[src/rtl/alu_cmd_sequencer.sv]
// alu_cmd_sequencer: buffers ALU commands in a FIFO, issues them one at a time
// to an external combinational ALU, and returns each result over a valid/ready stream.
module alu_cmd_sequencer #(
    parameter int unsigned DEPTH = 4
) (
    input  logic       clk,
    input  logic       rst,
    input  logic       cmd_valid,
    output logic       cmd_ready,
    input  logic [7:0] cmd_a,
    input  logic [7:0] cmd_b,
    input  logic [2:0] cmd_sel,
    input  logic       cmd_acc,
    output logic       res_valid,
    input  logic       res_ready,
    output logic [7:0] res_y,
    output logic       res_c,
    output logic [2:0] res_sel,
    output logic [7:0] alu_a,
    output logic [7:0] alu_b,
    output logic [2:0] alu_sel,
    input  logic [7:0] alu_y,
    input  logic       alu_c,
    output logic       busy,
    output logic [7:0] op_count
);

    localparam int unsigned PTR_W = $clog2(DEPTH);
    localparam int unsigned CNT_W = PTR_W + 1;

    typedef struct packed {
        logic [7:0] a;
        logic [7:0] b;
        logic [2:0] sel;
        logic       acc;
    } cmd_t;

    typedef enum logic [1:0] {
        IDLE  = 2'd0,
        DRIVE = 2'd1,
        HOLD  = 2'd2
    } state_t;

    cmd_t             mem [DEPTH];
    cmd_t             wr_cmd;
    cmd_t             head;
    logic [PTR_W-1:0] wr_ptr;
    logic [PTR_W-1:0] rd_ptr;
    logic [CNT_W-1:0] count;
    logic             push;
    logic             pop;
    logic             full;
    logic             empty;

    state_t           state, state_d;
    logic [7:0]       acc, acc_d;
    logic [7:0]       alu_a_d, alu_b_d;
    logic [2:0]       alu_sel_d;
    logic             res_valid_d;
    logic [7:0]       res_y_d;
    logic             res_c_d;
    logic [2:0]       res_sel_d;
    logic [7:0]       op_count_d;

    assign full      = (count == CNT_W'(DEPTH));
    assign empty     = (count == CNT_W'(0));
    assign cmd_ready = !full;
    assign push      = cmd_valid && cmd_ready;
    assign wr_cmd    = '{a: cmd_a, b: cmd_b, sel: cmd_sel, acc: cmd_acc};
    assign head      = mem[rd_ptr];
    assign busy      = (state != IDLE) || !empty;

    // FIFO storage; entries need no reset because occupancy gates every read
    always_ff @(posedge clk) begin
        if (push) begin
            mem[wr_ptr] <= wr_cmd;
        end
    end

    // FIFO pointers and occupancy
    always_ff @(posedge clk) begin
        if (rst) begin
            wr_ptr <= '0;
            rd_ptr <= '0;
            count  <= '0;
        end else begin
            if (push) wr_ptr <= wr_ptr + PTR_W'(1);
            if (pop)  rd_ptr <= rd_ptr + PTR_W'(1);
            case ({push, pop})
                2'b10:   count <= count + CNT_W'(1);
                2'b01:   count <= count - CNT_W'(1);
                default: count <= count;
            endcase
        end
    end

    // Next-state and datapath register updates for the issue FSM
    always_comb begin
        state_d     = state;
        pop         = 1'b0;
        acc_d       = acc;
        alu_a_d     = alu_a;
        alu_b_d     = alu_b;
        alu_sel_d   = alu_sel;
        res_valid_d = res_valid;
        res_y_d     = res_y;
        res_c_d     = res_c;
        res_sel_d   = res_sel;
        op_count_d  = op_count;
        case (state)
            IDLE: begin
                if (!empty) begin
                    pop       = 1'b1;
                    alu_a_d   = head.acc ? acc : head.a;
                    alu_b_d   = head.b;
                    alu_sel_d = head.sel;
                    state_d   = DRIVE;
                end
            end
            DRIVE: begin
                res_y_d     = alu_y;
                res_c_d     = alu_c;
                res_sel_d   = alu_sel;
                acc_d       = alu_y;
                res_valid_d = 1'b1;
                state_d     = HOLD;
            end
            HOLD: begin
                if (res_valid && res_ready) begin
                    res_valid_d = 1'b0;
                    op_count_d  = op_count + 8'(1);
                    state_d     = IDLE;
                end
            end
            default: state_d = IDLE;
        endcase
    end

    // FSM state and registered outputs
    always_ff @(posedge clk) begin
        if (rst) begin
            state     <= IDLE;
            acc       <= '0;
            alu_a     <= '0;
            alu_b     <= '0;
            alu_sel   <= '0;
            res_valid <= 1'b0;
            res_y     <= '0;
            res_c     <= 1'b0;
            res_sel   <= '0;
            op_count  <= '0;
        end else begin
            state     <= state_d;
            acc       <= acc_d;
            alu_a     <= alu_a_d;
            alu_b     <= alu_b_d;
            alu_sel   <= alu_sel_d;
            res_valid <= res_valid_d;
            res_y     <= res_y_d;
            res_c     <= res_c_d;
            res_sel   <= res_sel_d;
            op_count  <= op_count_d;
        end
    end

endmodule

[config.mk]
export PLATFORM = sky130hd
export DESIGN_NAME = alu_cmd_sequencer
export DESIGN_NICKNAME = d
export VERILOG_FILES = /design/src/rtl/alu_cmd_sequencer.sv
export SDC_FILE = /design/constraint.sdc
export NUM_CORES = 1
export LEC_CHECK = 0
export BUFFER_PORTS_ARGS = -buffer_cell sky130_fd_sc_hd__buf_2
export CORE_MARGIN = 5
export CORE_UTILIZATION = 56
export DETAILED_ROUTE_END_ITERATION = 12
export GPL_TIMING_DRIVEN = 1
export PLACE_DENSITY = 0.86
export SYNTH_ARGS = -nofsm -noshare
export SYNTH_HDL_FRONTEND = slang
export SYNTH_SLANG_ARGS = --single-unit
[constraint.sdc]
create_clock -name clk -period 2.6 [get_ports clk]
set_input_delay 0.52 -clock clk [delete_from_list [all_inputs] [get_ports clk]]
set_output_delay 0.52 -clock clk [all_outputs]
set_load 0.02 [all_outputs]
==> reports/qor.yml, run 1 <==
grt-ovfl-total: 0
pwr_density_cell_mw_per_mm2: 1207
clockPowerShare_pct: 33.3
drive_gt1_share_pct: 29.41
async_flop_share_pct: 0
dp.final_hpwl_um: 7005
fin_crit_ns: 2.385
io_pins: 75
combPwrFrac_pct: 28.9
arrival_ns: 2.81
synth_edf_count: 80
start_util_pct: 57.71
htreeDepth: 4
startpoint_type: "register"
slew_viol_final: 0
firstDrtPassIters: 5
antenna_cells: 0
tightest_slew_ns: 1.112
p_int_mw: 4.971
irDropWorstVdd_mv: 0.5908
core_sq_mm: 0.008763
crit_required_ns: 3.03
utilization_pct: 69.67
vias_per_cell: 6.075
vias: 3341
finClkSkew_ns: 0.007261
cts_sinks: 131
syn2layout_area_growth_pct: 20.73
cts_root_buffer: "clkbuf_8"
postCtsHoldBufs: 0
wire_per_inst_um: 20.90
ys_types: 35
cts_tree: "done"
routed_wl_um: 11500
nets: 469
crit_path_end_kind: "register"
setup_tns_ns: 0
syn-cell-area_sq_mm: 0.005057
grt_use_total_pct: 21.82
setup_viol: 0
p_sw_share_pct: 32.57
max_slew_margin_pct: 25.86
clock_path_buffers: 2
min_period_over_period_pct: 91.74
synth_ff_type: "edfxtp_1"
outcome: "finished, final reports clean"
drt_iter0_drc: 257
cts.repair.resized: 0
ant_nets: 0
cts_setup_buffers: 0
globalplace.congestion: 0.7856
synth_area_leaders: "edfxtp_1, dfxtp_1, mux4_2"
drc: 0
cp_max_fo: 10
die_h_um: 105.0
synth_nets: 392
critPathKind: "reg -> reg"
p_leak_nw: 2.305
cts_made_buffers: 17
avgSynthCellArea_sq_um: 14.37
n_fill_cell: 578
numPortBuffers: 74
hold_path.class: "in -> reg"
grt_pass1_vias: 3516
antenna_found_initial: 0
dieArea_sq_mm: 0.01103
clock_latency_ns: 0.51
synth_largest_area_cell: "edfxtp_1"
yosysTopAreaCellShare_pct: 47.50
die_w_um: 105.0
synth-seq-cells: 131
final_hold_viol_count: 0
grt_max_degree: 51
yosysSeqAreaShare_pct: 67.69
seq_power_share_pct: 37.8
clk_pin_slew_worst_paths_ns: 0.06
num_rows: 34
grt_pass1_wl_um: 18500
synth_cells: 352
grt_setup_unrepaired: "false"
drv_cap: 0
yosysWarnings: 0
max_clock_freq_mhz: 419.3
p_switching_mw: 2.401
[cells in the final DEF, fill, tap and decap left out, types with 4 or more instances in the layout]
cell / count
buf_4: 7
nand3_1: 16
a21oi_1: 46
and3_1: 4
dfxtp_1: 51
edfxtp_1: 80
clkbuf_8: 5
mux4_2: 17
or4_1: 5
buf_2: 74
mux2i_1: 9
clkbuf_16: 17
nor2_1: 7
a211oi_1: 8
inv_1: 8
o31ai_1: 5
ha_1: 6
or3_1: 4
nand2_1: 28
o21ai_0: 15
[final timing paths]
kind                    from    endpoint  slack [ns]  cells past startpoint
setup / recovery    count[2]    count[2]        0.21                      8
hold / removal      cmd_a[2]  mem[1][14]        0.23                      1
setup reg to reg    count[2]    count[2]        0.21                      8
hold reg to reg   res_sel[0]  res_sel[0]        0.46                      2
[worst max-delay path, cell delays in order, from the launching register on]
cell     delay (ns)
dfxtp_1        0.39
or3b_1         0.51
nand2_1        0.13
ha_1           0.19
inv_1          0.06
fa_1           0.38
xor2_1         0.16
or3_1          0.32
a21oi_1        0.16
[state kept, by name (all words and copies together), names as in the netlist, named ones only]
register / cells
acc: 8
alu_a: 8
alu_b: 8
alu_sel: 3
count: 3
mem: 80
op_count: 8
rd_ptr: 2
res_c: 1
res_sel: 3
res_valid: 1
state: 2
wr_ptr: 2
[layer usage]
layer / share of wire [%] / GRT usage (%)
met1: 39 / 26.52
met2: 52 / 35.97
met3: 6.9 / 6.535
met4: 2.9 / 9.863
met5: 0 / 0
[through the flow]
| step | instance area [sq um] | cells | worst slack [ns] | power, mW | hold WS, ns |
|---|---|---|---|---|---|
| after global routing | 6106 | 550 | 0.1132 | 7.717 | 0.2095 |
| after detailed placement | 5487 | 518 | 0.2790 | 4.885 | 0.4461 |
| after global placement | 5487 | 518 | 0.3924 | 4.790 | 0.4403 |
| after CTS | 6106 | 550 | 0.2504 | 7.396 | 0.2046 |
| final | 6106 | 550 | 0.2149 | 7.372 | 0.2266 |
| after floorplan | 5057 | 352 | 0.4217 | 4.257 | 0.4529 |
[logic make-up after synthesis]
group / share of synthesized area (%)
buf+inv: 3.142
flops: 67.69
fa+ha+maj: 1.880
xor+xnor: 0.5196
mux: 10.91
simple gates: 7.595
compound gates: 8.263
[synth_stat cells (2+ instances only)]
master / n
mux2i_1: 9
inv_1: 8
mux4_2: 17
ha_1: 6
clkbuf_1: 10
buf_1: 2
edfxtp_1: 80
a21o_1: 2
and3_1: 4
a21oi_1: 46
nor2_1: 7
nand4_1: 2
a211oi_1: 8
xor2_1: 3
or4_1: 5
o31ai_1: 5
mux4_1: 3
nand2_1: 28
or3_1: 4
o21ai_0: 15
dfxtp_1: 51
buf_6: 3
buf_2: 7
nand3_1: 16
[power groups by stage]
stage | Sequential [mW] | Clock (mW) | Combinational [mW]
final | 2.78 | 2.46 | 2.13
after global routing | 2.82 | 2.59 | 2.31
after CTS | 2.78 | 2.48 | 2.13
after detailed placement | 2.81 | 0 | 2.07
after global placement | 2.79 | 0 | 2.00
after floorplan | 2.95 | 0 | 1.30
[cell type report]
class                      instances  area, sq um  area share [%]
clock buffer                      25        505.5           8.279
tap                              108        135.1           2.213
sequential                       131         3423           56.07
timing repair buffer              81        422.9           6.926
multi-input combinational        190         1475           24.16
inverter                           8        30.03          0.4918
clock inverter                     7        113.9           1.865
(Power assumes the default switching activity.)
==> run 2, diff against run 1 <==
- PLACE_DENSITY: 0.86 -> 0.85
- clock period: 2.6 -> 2.2 ns (I/O delays scaled with it)
==> run 2 against run 1 <==
  * Sequential power up 18%
  * Clock power rose by 18%
  * Wire length down 5.2%
  * Critical path depth unchanged
  * Final area up 1.4%
  * Fmax is 9.4% higher
  * Die area unchanged
  * Worst hold slack got worse by 0.082 ns
  * Combinational power is 17% higher
  * Worst setup slack lost 0.19 ns
  * Critical path type unchanged
==> reports/qor.yml, run 2 (synthesized netlist as in run 1, its figures left out) <==
grt_pass1_vias: 3458
dp.final_hpwl_um: 6924
grt_setup_unrepaired: "true"
wire_per_inst_um: 19.50
r2r_cells: 8
cts_tree: "done"
cts_made_buffers: 17
p_leak_nw: 2.330
p_sw_share_pct: 32.43
num_rows: 34
grt_use_total_pct: 20.40
die_w_um: 105.0
place_ws_ns: 0.03763
reg2reg_from: "count[0]"
cp_max_fo: 5
setup_tns_ns: 0
firstDrtPassIters: 4
io_pins: 75
clk_pin_slew_worst_paths_ns: 0.06
drt_iter0_drc: 167
clock_path_buffers: 2
clockPowerShare_pct: 33.4
drive_gt1_share_pct: 32.89
slew_viol_final: 0
grt_pass1_wl_um: 17530
worstHoldPathCells: 1
min_period_over_period_pct: 99.07
fin_cells: 559
met1_usage_pct: 24.95
critPathKind: "reg -> reg"
globalplace.congestion: 0.7874
die_h_um: 105.0
syn2layout_area_growth_pct: 22.37
fin_crit_ns: 2.180
dp.cells: 526
pwr_density_cell_mw_per_mm2: 1401
crit_required_ns: 2.63
cts_root_buffer: "clkbuf_8"
finClkSkew_ns: 0.005885
nets: 477
holdWs_ns: 0.1445
grt_max_degree: 21
startpoint_type: "register"
fin_ws_ns: 0.02050
seq_power_share_pct: 37.8
htreeDepth: 4
cts_setup_buffers: 0
grt-ovfl-total: 0
regToRegSetupSlack_ns: 0.02
crit_path_end_kind: "register"
drv_cap: 0
antenna_found_initial: 1
outcome: "finished, final reports clean"
core_sq_mm: 0.008763
hold_end: "mem[0][13]"
power_mw: 8.667
top_register: "mem"
setup_viol: 0
most-common-layout-cells: "edfxtp_1, buf_2, dfxtp_1, a21oi_1, nand2_1"
start_util_pct: 57.71
arrival_ns: 2.60
largest_reg_flops: 80
postCtsHoldBufs: 0
cts_sinks: 131
hold_path.class: "in -> reg"
mostFrequentLayoutCell: "edfxtp_1"
p_int_mw: 5.857
max_clock_freq_mhz: 458.8
use_met2_pct: 33.32
clock_latency_ns: 0.50
p_switching_mw: 2.811
drc: 0
dieArea_sq_mm: 0.01103
final_hold_viol_count: 0
tightest_slew_ns: 0.6777
worstHoldStart: "cmd_a[1]"
vias_per_cell: 5.732
dpl_cell_area_sq_mm: 0.005547
busiest_layer: "met2"
ant_nets: 0
max_slew_margin_pct: 54.82
vias: 3204
combPwrFrac_pct: 28.8
use_met3_pct: 6.042
numPortBuffers: 74
routed_wl_um: 10900
final_area_sq_mm: 0.006188
rr_endpoint: "count[2]"
irDropWorstVdd_mv: 0.6609
utilization_pct: 70.62
run 2: cell types whose count changed in the layout (fill, tap and decap cells not counted), moves of 3 or more:
cell / delta
dfxtp_1: -3
buf_4: +8
inv_4: -3
clkinv_4: +4
clkbuf_8: -4
clkbuf_1: -3
clkinvlp_4: +4
run 2: power groups by stage:
stage	sequential, mW	combinational, mW	clock [mW]
global route	3.32	2.71	3.05
CTS	3.26	2.50	2.92
finish	3.28	2.50	2.90
detailed placement	3.30	2.44	0
floorplan	3.49	1.54	0
global placement	3.28	2.37	0
run 2: area by class of cell:
class | count | area, sq um
Inverter | 8 | 30.03
Antenna cell | 1 | 2.502
Clock buffer | 17 | 414.1
Clock inverter | 15 | 207.7
Fill cell | 558 | 2575
Timing Repair Buffer | 89 | 483.0
Multi-Input combinational cell | 190 | 1486
Sequential cell | 131 | 3430
Tap cell | 108 | 135.1
run 2: worst max path at each step:
stage	from	end	slack, ns	depth (start not counted)
finish	count[0]	count[2]	0.02	8
global route	count[0]	count[2]	-0.07	8
detailed placement	count[2]	count[2]	0.04	8
global placement	count[0]	count[2]	0.15	8
floorplan	state[1]	count[2]	0.02	9
CTS	count[0]	count[2]	0.05	8
run 2: what timing repair did:
| item | CTS | global route |
|---|---|---|
| cloned | 0 | 0 |
| pin swaps | 0 | 1 |
| gates resized for setup | 6 | 2 |
| setup endpoints to repair | 1 | 1 |
run 2: per-layer routing:
metal	share of wire [%]	up-vias
li1	-	1509
met1	42	1579
met2	51	95
met3	4.7	21
met4	2.4	0
met5	0	-
run 2: worst max-delay path: stages (launching register included):
cell and delay (ns):
dfxtp_2 0.35, or3b_4 0.40, nand2_1 0.10, ha_2 0.19, inv_1 0.06, fa_2 0.34, xor2_1 0.17, or3_1 0.33
a21oi_2 0.15
==> run 3, diff against run 2 <==
- CORE_ASPECT_RATIO: unset -> 0.9
==> run 3 against run 2 <==
  * Worst hold slack lost 0.0097 ns
  * Final cell count is 1.6% higher
  * Final area fell by 0.40%
  * Clock power down 6%
  * Sequential share of layout area increased by 0.23 points
  * Worst setup slack improved by 0.049 ns
==> reports/qor.yml, run 3 (synthesized netlist as in run 1, its figures left out) <==
outcome: "finished, final reports clean"
clk_pin_slew_worst_paths_ns: 0.07
drv_cap: 0
final_area_sq_mm: 0.006163
rr_endpoint: "count[2]"
regToRegSetupSlack_ns: 0.07
most-common-layout-cells: "edfxtp_1, buf_2, dfxtp_1, a21oi_1, nand2_1"
grt_pass1_vias: 3205
htreeDepth: 4
cp_num_buf_inv: 1
grt_setup_unrepaired: "false"
num_rows: 32
fin_crit_ns: 2.130
crit_family: "simple AND/OR/NAND/NOR gates"
hold_path.class: "in -> reg"
slew_viol_final: 0
cts_sinks: 131
startpoint_type: "register"
numPortBuffers: 74
utilization_pct: 70.94
firstDrtPassIters: 5
min_period_over_period_pct: 96.83
grt_use_total_pct: 20.27
dieArea_sq_mm: 0.01103
grt_pass1_wl_um: 16620
critPathKind: "reg -> reg"
cts_setup_buffers: 0
final_hold_viol_count: 0
tightest_slew_ns: 0.7600
routed_wl_um: 10600
endpoint: "count[2]"
die_h_um: 100.2
ant_nets: 0
crit_required_ns: 2.64
postCtsHoldBufs: 0
wire_per_inst_um: 18.66
drive_gt1_share_pct: 32.52
cpMaxStageDelayCell: "or3b_4"
top_register: "mem"
mostFrequentLayoutCell: "edfxtp_1"
start_util_pct: 58.21
vias: 3326
cts_tree: "done"
largest_reg_flops: 80
reg2reg_from: "count[0]"
clock_path_buffers: 2
cp_num_cells: 8
cts_made_buffers: 17
antenna_cells: 0
dp.final_hpwl_um: 6654
setup_tns_ns: 0
drt_iter0_drc: 302
arrival_ns: 2.57
drc: 0
syn2layout_area_growth_pct: 21.87
grt-ovfl-total: 0
dpl_cell_area_sq_mm: 0.005565
pwr_density_cell_mw_per_mm2: 1388
worstSetupStartpoint: "count[0]"
p_leak_nw: 2.325
vias_per_cell: 5.856
antenna_found_initial: 0
r2r_cells: 8
grt_max_degree: 51
cp_max_fo: 5
globalplace.congestion: 0.7627
die_w_um: 110.2
core_sq_mm: 0.008688
cts_root_buffer: "clkbuf_8"
crit_path_end_kind: "register"
finClkSkew_ns: 0.007022
critPathMaxStageDelay_ns: 0.40
max_clock_freq_mhz: 469.4
max_slew_margin_pct: 49.33
clock_latency_ns: 0.51
irDropWorstVdd_mv: 0.8798
io_pins: 75
setup_viol: 0
nets: 476
power_mw: 8.558
path_cells: "or3b_4, nand2_1, ha_2, inv_1, fa_1, xor2_1, or3_1, a21oi_2"
-- run 3: where the power goes --
part           total (mW)  leakage [nW]  internal [mW]  switching, mW
combinational        2.55         0.885          0.993           1.56
sequential           3.27          1.15           3.02          0.252
clock                2.73         0.287           1.59           1.14
total                8.56          2.32           5.60           2.95
-- run 3: per-stage QoR --
stage | hold WS (ns) | setup slack (ns) | std cells
after floorplan | 0.4529 | 0.02173 | 352
after global placement | 0.4405 | 0.1530 | 536
after global routing | 0.1125 | 0.007649 | 568
final | 0.1348 | 0.06965 | 568
after detailed placement | 0.4493 | 0.05976 | 536
after CTS | 0.1146 | 0.03258 | 568
-- run 3: worst min path at each step --
stage / to / startpoint / cells past startpoint / slack [ns]
3_3_place_gp: res_c / res_c / 2 / 0.44
2_1_floorplan: register / rd_ptr[1] / 2 / 0.45
4_1_cts: mem[0][14] / cmd_a[2] / 1 / 0.11
5_1_grt: mem[0][10] / cmd_b[6] / 1 / 0.11
3_5_place_dp: res_sel[0] / res_sel[0] / 2 / 0.45
6_report: mem[0][14] / cmd_a[2] / 1 / 0.13
-- run 3: routing by layer --
metal  global-route usage, %  vias up  routed length [um]
met2                   32.04      159                5292
met4                   7.197        0                 114
met5                       0        -                   0
li1                        -     1513                   -
met3                   6.559       18                 957
met1                   26.47     1636                4233
-- run 3: final cells by class --
class	instances	area, sq um
Clock inverter	14	155.1
Timing Repair Buffer	88	488.0
Multi-Input combinational cell	190	1484
Tap cell	119	148.9
Sequential cell	131	3430
Inverter	8	30.03
Clock buffer	18	427.9
Fill cell	551	2525
-- run 3: timing repair --
item | in CTS | in global routing
resized for setup | 0 | 7
endpoints found under the setup margin | 0 | 1
hold endpoints to repair | 0 | 0
-- run 3: worst register-to-register path: cells and delay by family, from the launching register on --
kind,cells,cell delay [ns]
DFF,1,0.35
and+or+nand+nor,3,0.81
buffers and inverters,1,0.05
xor gates and xnor gates,1,0.16
AOI/OAI and AO/OA,1,0.12
adders and majority gates,2,0.56
